<file path="src/rtl/display_mux.sv">
// Multiplexed 7-segment display: per-channel SW/CODE match flags, a button-selected
// single digit or a scanned display. Optional BTN debounce under DISPLAY_MUX_DEBOUNCE_EN.
module display_mux #(
  parameter int N_CH        = 4,
  parameter int SW_W        = 4,
  parameter int REFRESH_DIV = 100000,
  parameter int DEB_CYC     = 10000
) (
  input  logic                    CLK,
  input  logic                    RST_N,
  input  logic [N_CH*SW_W-1:0]    SW,
  input  logic [N_CH*SW_W-1:0]    CODE,
  input  logic [$clog2(N_CH)-1:0] BTN,
  input  logic                    MODE,
  output logic [6:0]              SEG,
  output logic [N_CH-1:0]         AN,
  output logic [$clog2(N_CH)-1:0] LED,
  output logic [N_CH-1:0]         MATCH
);
  localparam int SEL_W = $clog2(N_CH);
  localparam int REF_W = $clog2(REFRESH_DIV);
  localparam logic [REF_W-1:0] REF_LAST = REF_W'(REFRESH_DIV - 1);
  localparam logic [SEL_W-1:0] IDX_LAST = SEL_W'(N_CH - 1);

  if (N_CH < 2 || N_CH > 8 || SW_W < 1 || SW_W > 4 || REFRESH_DIV < 2 || DEB_CYC < 1)
  begin : g_param_check
    $error("display_mux: parameter out of range");
  end

  logic [SEL_W-1:0] btn_s1_q, btn_s2_q;
  logic [SEL_W-1:0] sel_q, sel_d;
  logic [SEL_W-1:0] led_q;
  logic [N_CH-1:0]  match_q, match_d;
  logic [REF_W-1:0] ref_q, ref_d;
  logic [SEL_W-1:0] idx_q, idx_d;
  logic [N_CH-1:0]  an_q, an_d;
  logic [6:0]       seg_q, seg_d;
  logic [SEL_W-1:0] cur;
  logic             accept;

  function automatic logic [6:0] glyph(input logic [3:0] v);
    case (v)
      4'h0: glyph = 7'b0000001;
      4'h1: glyph = 7'b1001111;
      4'h2: glyph = 7'b0010010;
      4'h3: glyph = 7'b0000110;
      4'h4: glyph = 7'b1001100;
      4'h5: glyph = 7'b0100100;
      4'h6: glyph = 7'b0100000;
      4'h7: glyph = 7'b0001111;
      4'h8: glyph = 7'b0000000;
      4'h9: glyph = 7'b0001100;
      4'hA: glyph = 7'b0001000;
      4'hB: glyph = 7'b1100000;
      4'hC: glyph = 7'b0110001;
      4'hD: glyph = 7'b1000010;
      4'hE: glyph = 7'b0110000;
      default: glyph = 7'b0111000;
    endcase
  endfunction

`ifdef DISPLAY_MUX_DEBOUNCE_EN
  // cnt_q counts consecutive sampling edges that saw cand_q; accept fires once on reaching DEB_CYC.
  localparam int CNT_W = $clog2(DEB_CYC + 1);
  localparam logic [CNT_W-1:0] CNT_FULL = CNT_W'(DEB_CYC);
  logic [SEL_W-1:0] cand_q, cand_d;
  logic [CNT_W-1:0] cnt_q, cnt_d;

  always_comb begin
    cand_d = cand_q;
    cnt_d  = cnt_q;
    if (btn_s2_q != cand_q) begin
      cand_d = btn_s2_q;
      cnt_d  = CNT_W'(1);
    end else if (cnt_q != CNT_FULL) begin
      cnt_d  = cnt_q + CNT_W'(1);
    end
    accept = (cnt_d == CNT_FULL) && ((btn_s2_q != cand_q) || (cnt_q != CNT_FULL));
  end

  always_ff @(posedge CLK or negedge RST_N) begin
    if (!RST_N) begin
      cand_q <= '0;
      cnt_q  <= '0;
    end else begin
      cand_q <= cand_d;
      cnt_q  <= cnt_d;
    end
  end
`else
  assign accept = 1'b1;
`endif

  always_comb begin
    sel_d = sel_q;
    if (accept && (int'(btn_s2_q) < N_CH)) sel_d = btn_s2_q;
  end

  always_comb begin
    match_d = '0;
    for (int i = 0; i < N_CH; i++)
      match_d[i] = (SW[i*SW_W +: SW_W] == CODE[i*SW_W +: SW_W]);
  end

  always_comb begin
    ref_d = ref_q + REF_W'(1);
    idx_d = idx_q;
    if (ref_q == REF_LAST) begin
      ref_d = '0;
      idx_d = (idx_q == IDX_LAST) ? '0 : idx_q + SEL_W'(1);
    end
  end

  // Only a matched channel lights, so at most one anode is ever driven low.
  always_comb begin
    cur   = MODE ? idx_q : sel_q;
    an_d  = '1;
    seg_d = 7'b1111111;
    for (int i = 0; i < N_CH; i++) begin
      if (cur == SEL_W'(i) && match_q[i]) begin
        an_d[N_CH-1-i] = 1'b0;
        seg_d          = glyph(4'(SW[i*SW_W +: SW_W]));
      end
    end
  end

  always_ff @(posedge CLK or negedge RST_N) begin
    if (!RST_N) begin
      btn_s1_q <= '0;
      btn_s2_q <= '0;
      sel_q    <= '0;
      led_q    <= '0;
      match_q  <= '0;
      ref_q    <= '0;
      idx_q    <= '0;
      an_q     <= '1;
      seg_q    <= 7'b1111111;
    end else begin
      btn_s1_q <= BTN;
      btn_s2_q <= btn_s1_q;
      sel_q    <= sel_d;
      led_q    <= sel_q;
      match_q  <= match_d;
      ref_q    <= ref_d;
      idx_q    <= idx_d;
      an_q     <= an_d;
      seg_q    <= seg_d;
    end
  end

  assign SEG   = seg_q;
  assign AN    = an_q;
  assign LED   = led_q;
  assign MATCH = match_q;

endmodule

</file>
<file path="config.mk">
export PLATFORM = sky130hd
export DESIGN_NAME = display_mux
export DESIGN_NICKNAME = d
export VERILOG_FILES = /design/src/rtl/display_mux.sv
export SDC_FILE = /design/constraint.sdc
export NUM_CORES = 1
export LEC_CHECK = 0
export CELL_PAD_IN_SITES_DETAIL_PLACEMENT = 1
export CELL_PAD_IN_SITES_GLOBAL_PLACEMENT = 2
export CORE_UTILIZATION = 30
export DETAILED_ROUTE_END_ITERATION = 8
export PLACE_DENSITY = 0.84
export SETUP_SLACK_MARGIN = 0.15
export SLEW_MARGIN = 30
export SYNTH_ARGS = -nofsm -noshare
export SYNTH_HDL_FRONTEND = slang
export SYNTH_SLANG_ARGS = --single-unit
</file>
<file path="constraint.sdc">
create_clock -name CLK -period 1.7 [get_ports CLK]
set_input_delay 0.425 -clock CLK [delete_from_list [all_inputs] [get_ports CLK]]
set_output_delay 0.425 -clock CLK [all_outputs]
set_load 0.1 [all_outputs]
</file>
Word-level counts from Yosys, hierarchy flattened

Memory sizes are Yosys's and may differ from the RTL's.
Cells that the tools add are included.

Word-level logic and storage cells: 40
Bits in read-only memories: 448
Memories: 4
Register bits after elaboration: 42

Eq/ne operators: 9
Reductions and logical operators: 5
$add $sub $neg: 2
Muxes and demuxes: 11

Memory list:

| memory           | depth | bits a word | rd ports | clocked after Yosys merged registers in | write ports | RTL line | text |
|---|---|---|---|---|---|---|---|
| (name not given) | 16    | 7           | 1        | 0                                       | 0           | 42       | `case (v)` |
| (name not given) | 16    | 7           | 1        | 0                                       | 0           | 42       |  |
| (name not given) | 16    | 7           | 1        | 0                                       | 0           | 42       |  |
| (name not given) | 16    | 7           | 1        | 0                                       | 0           | 42       |  |

Operators by type and width:

| operator                                                               | count |
|---|---|
| 7-bit two-way mux                                                      | 4 |
| 17-bit by 1-bit adder with 17-bit output (second input constant)       | 1 |
| 17-bit equality test (second input constant)                           | 1 |
| 17-bit two-way mux                                                     | 1 |
| 4-bit equality test                                                    | 4 |
| 2-bit equality test (second input constant)                            | 3 |
| 1-bit logical AND                                                      | 4 |
| 1-bit two-way mux                                                      | 4 |
| 2-bit two-way mux                                                      | 2 |
| 2-bit by 1-bit adder with 2-bit output (second input constant)         | 1 |
| 2-bit by 1-bit equality test with 1-bit output (second input constant) | 1 |
| 2-bit logical NOT                                                      | 1 |

Logic depth before layout (Yosys ltp)

Depth after elaboration: 7
Gate-level depth with buffers: 6
Gate-level depth less buffers: 6

Worst setup path before layout

OpenSTA, ideal clock, no wires.

Path kind: register -> register
From: register match_q[1] (netlist: MATCH[1])
To: register seg_q[2] (netlist: SEG[2])
Period minus slack after synthesis: 1,809 ps
Setup time: 97 ps
Stages on the path, launching flop included: 4
Arrival: 1,712 ps
Setup slack: -109 ps
Path through: dfrtp_1 > o21ai_1 > o32ai_1 > o221ai_1

Longest elaborated chain between the ends: 4

RTL lines:

| what                           | RTL line | text |
|---|---|---|
| from (decl)                    | 33       | `logic [N_CH-1:0] match_q, match_d;` |
| from (signal assigned)         | 143      | `match_q <= match_d;` |
| 1-bit logical AND              | 120      | `if (cur == SEL_W'(i) && match_q[i]) begin` |
| 7-bit two-way mux (3 in a row) | 120      |  |
| net seg_d[2]                   | 37       | `logic [6:0] seg_q, seg_d;` |
| to (signal assigned)           | 147      | `seg_q <= seg_d;` |
| to (decl)                      | 37       |  |

The timed path passes the listed nets, and every way through them passes these cells.
A chain may end at the register's enable or synchronous reset.

Worst setup path after layout

From: register ref_q[14]
To: register idx_q[1]

Longest elaborated chain between the ends: 1

RTL lines:

| what                   | RTL line | text |
|---|---|---|
| from (decl)            | 34       | `logic [REF_W-1:0] ref_q, ref_d;` |
| from (signal assigned) | 144      | `ref_q <= ref_d;` |
| 17-bit equality test   | 108      | `if (ref_q == REF_LAST) begin` |
| to (signal assigned)   | 145      | `idx_q <= idx_d;` |
| to (decl)              | 35       | `logic [SEL_W-1:0] idx_q, idx_d;` |

No other way between the ends.

==> run metrics <==
DR vias 2762; Synthesis Warnings 0; dpl cell area 4230 µm²; cell area after synthesis 2910 µm²; cell with the most instances after synthesis dfrtp_1; fillcell total 1034; crit path launch type flop; internal power 1830 µW; clock share of power 30.3%; grt total ovfl 0; Async SR Flop Fraction 100%; placed insts 535; Layout Cells excl Fill 566; CTS tree yes; io pins 54; Pwr Density 534 nW/µm²; area of the die 10100 µm²; I/O Buffers 53; WL met3 189 µm; Antenna Cells 0; CTS Sinks 42; status finished with violations; Final setup viols 1; routed vias/inst 4.88; post-route clock period utilization 103%; Layout area overhead 68.2%; Clock Skews 0.00995 ns; vias in the first global route 2890; top cell type's share of synthesized area 26.7%; Hold WC Path Type in2async; Metal-1 WL 4140 µm; die height 100 µm; Max Cap Viol 0; most used flip-flop cell after synthesis dfrtp_1; row cnt 35; failing checks negative setup slack; Synth Instances 298; DR top layer met4; CP max FO 4; DPL Wire Length 6640 µm; wire length per cell 17.0 µm; sequential share of power 40.6%; first-pass GRT wire length 14300 µm; Combinational Power Share 29.1%; Routed WL 9620 µm; Post-synth EDFFs 0; DRC errors left 0; initial antenna violation count 0; Final ANT Viol Nets 0; setup ws final -0.0559 ns; slew at the pin closest to its max-slew limit 0.538 ns; First-pass DRT Iterations 4; Critical Path End Type flop; share of layout cells above drive strength 1 47.6%; Worst slew margin 64.1%; CP Class reg2reg; met2 routed WL 5220 µm; H-tree levels 2; Fin. Hold Viols 0; Overall Power 2610 µW; # nets final 498; worst vdd ir 0.305 mV; Yosys cell types 53; LEAKAGE 0.00219 µW; Reg clk slew, reported paths 0.09 ns; clk_lat worst skew 0.30 ns; synth top area cells dfrtp_1 (27%), ha_1 (11%), dfstp_2 (9.9%); Seq/Total Area, Yosys 36.6%; hold_ws 0.192 ns; post-synth top area cell dfrtp_1; gpl congestion 0.830; drt initial violations 78; Syn Nets 360; list of most frequent post-synthesis cells dfrtp_1 (31), ha_1 (25), nor2_1 (19), xor2_1 (19); Total GRT Usage 18.0%; NetSw 782 µW; CTS buffer count 5; Data required, critical path 1.89 ns; setup_tns -0.0559 ns; Arr. time, crit path 1.95 ns; clk root buf clkbuf_8; clock buffer depth 2; Yosys reg bits 42; switching share of power 30.0%; largest net degree at the start of global routing 43; Die W 100 µm; min Tclk post-route 1.76 ns; Core Region 9330 µm²; Initial Util 31.1%; cts-stage hold buffer count 0; Syn Area/Cell 9.75 µm²; RSZ-0062 raised after global routing yes; Peak Freq 0.569 GHz; Slew Viols, Final 0; fin area 4890 µm²
-- worst max-delay path, stage by stage (launching register included) --
cell and delay, ns:
dfrtp_1 0.39, or4b_4 0.56, nor4_4 0.22, buf_4 0.19
mux2_4 0.29
-- layout make-up --
cell class,instances,area [µm²],share of cell area [%]
clock buffers,6,72.6,1.49
clock inverters,2,37.5,0.768
inverters,15,58.8,1.20
multi-input cells,228,2070,42.3
flip-flops and latches,42,1070,21.9
well taps,129,161,3.30
repair buffers,144,1420,29.0
-- power groups by stage --
stage	combinational (µW)	sequential [µW]	clock, µW
3_3_place_gp	661	1080	0
3_5_place_dp	675	1080	0
5_1_grt	809	1060	847
2_1_floorplan	208	1190	0
6_report	759	1060	790
4_1_cts	721	1060	812
-- placed cells by master (no fill, tap or decap), types with 6 or more instances in the layout --
| master | netlist | routed |
|---|---|---|
| nand2_1 | 12 | 12 |
| nor3_1 | 15 | 11 |
| o21ai_0 | 9 | 7 |
| buf_12 | 0 | 18 |
| inv_2 | 0 | 7 |
| a21oi_1 | 10 | 7 |
| dfrtp_2 | 0 | 6 |
| dfstp_2 | 11 | 11 |
| nor2b_1 | 13 | 7 |
| dfrtp_1 | 31 | 25 |
| ha_4 | 0 | 6 |
| nor2_1 | 19 | 14 |
| ha_1 | 25 | 16 |
| buf_6 | 1 | 11 |
| inv_1 | 15 | 7 |
| xor2_1 | 19 | 19 |
| buf_4 | 0 | 76 |
| xnor2_1 | 9 | 8 |
| nor3b_1 | 10 | 6 |
| clkdlybuf4s50_1 | 0 | 21 |
| mux2i_1 | 11 | 11 |
-- state kept, by name, indices dropped and copies added, names as in the netlist --
register  cells
SEG           7
AN            4
MATCH         4
ref_q        17
btn_s1_q      2
idx_q         2
LED           2
sel_q         2
btn_s2_q      2
-- layer usage --
metal  GRT usage (%)  vias to the layer above
met5               0                        -
met4            3.01                        0
met3            2.58                        7
met2            33.5                       35
met1            22.4                     1377
li1                -                     1343
-- worst paths after layout --
check | start | slack (ns) | cells past startpoint | endpoint
worst min register to register | btn_s1_q[1] | 0.35 | 0 | btn_s2_q[1]
max in group asynchronous | RST_N | 1.11 | 2 | MATCH[2]
worst max register to register | ref_q[14] | -0.06 | 4 | idx_q[1]
worst max-delay path | ref_q[14] | -0.06 | 4 | idx_q[1]
min in group CLK | btn_s1_q[1] | 0.35 | 0 | btn_s2_q[1]
worst min-delay path | RST_N | 0.19 | 2 | MATCH[1]
-- per-stage QoR --
step | utilization, % | worst slack [ns]
2_1_floorplan | - | 0.0394
3_3_place_gp | 45.4 | -0.487
3_5_place_dp | 45.4 | -0.524
4_1_cts | 49.3 | -0.0244
5_1_grt | 52.4 | -0.0982
6_report | 52.4 | -0.0559
-- kinds of logic after synthesis --
group	synth area share, %
AND/OR/NAND/NOR	19.8
AO/OA/AOI/OAI	14.0
flip-flops	36.6
XOR/XNOR	8.44
buffers and inverters	4.05
adder cells (fa/ha/maj)	10.8
multiplexers	6.24
-- what timing repair did --
item | 4_1_cts | 5_1_grt
setup buffers | 5 | 15
endpoints found under the setup margin | 22 | 21
gates cloned | 2 | 1
pin swaps | 14 | 16
gates resized for setup | 65 | 45
Note: power is estimated with default switching activity, not from simulation.
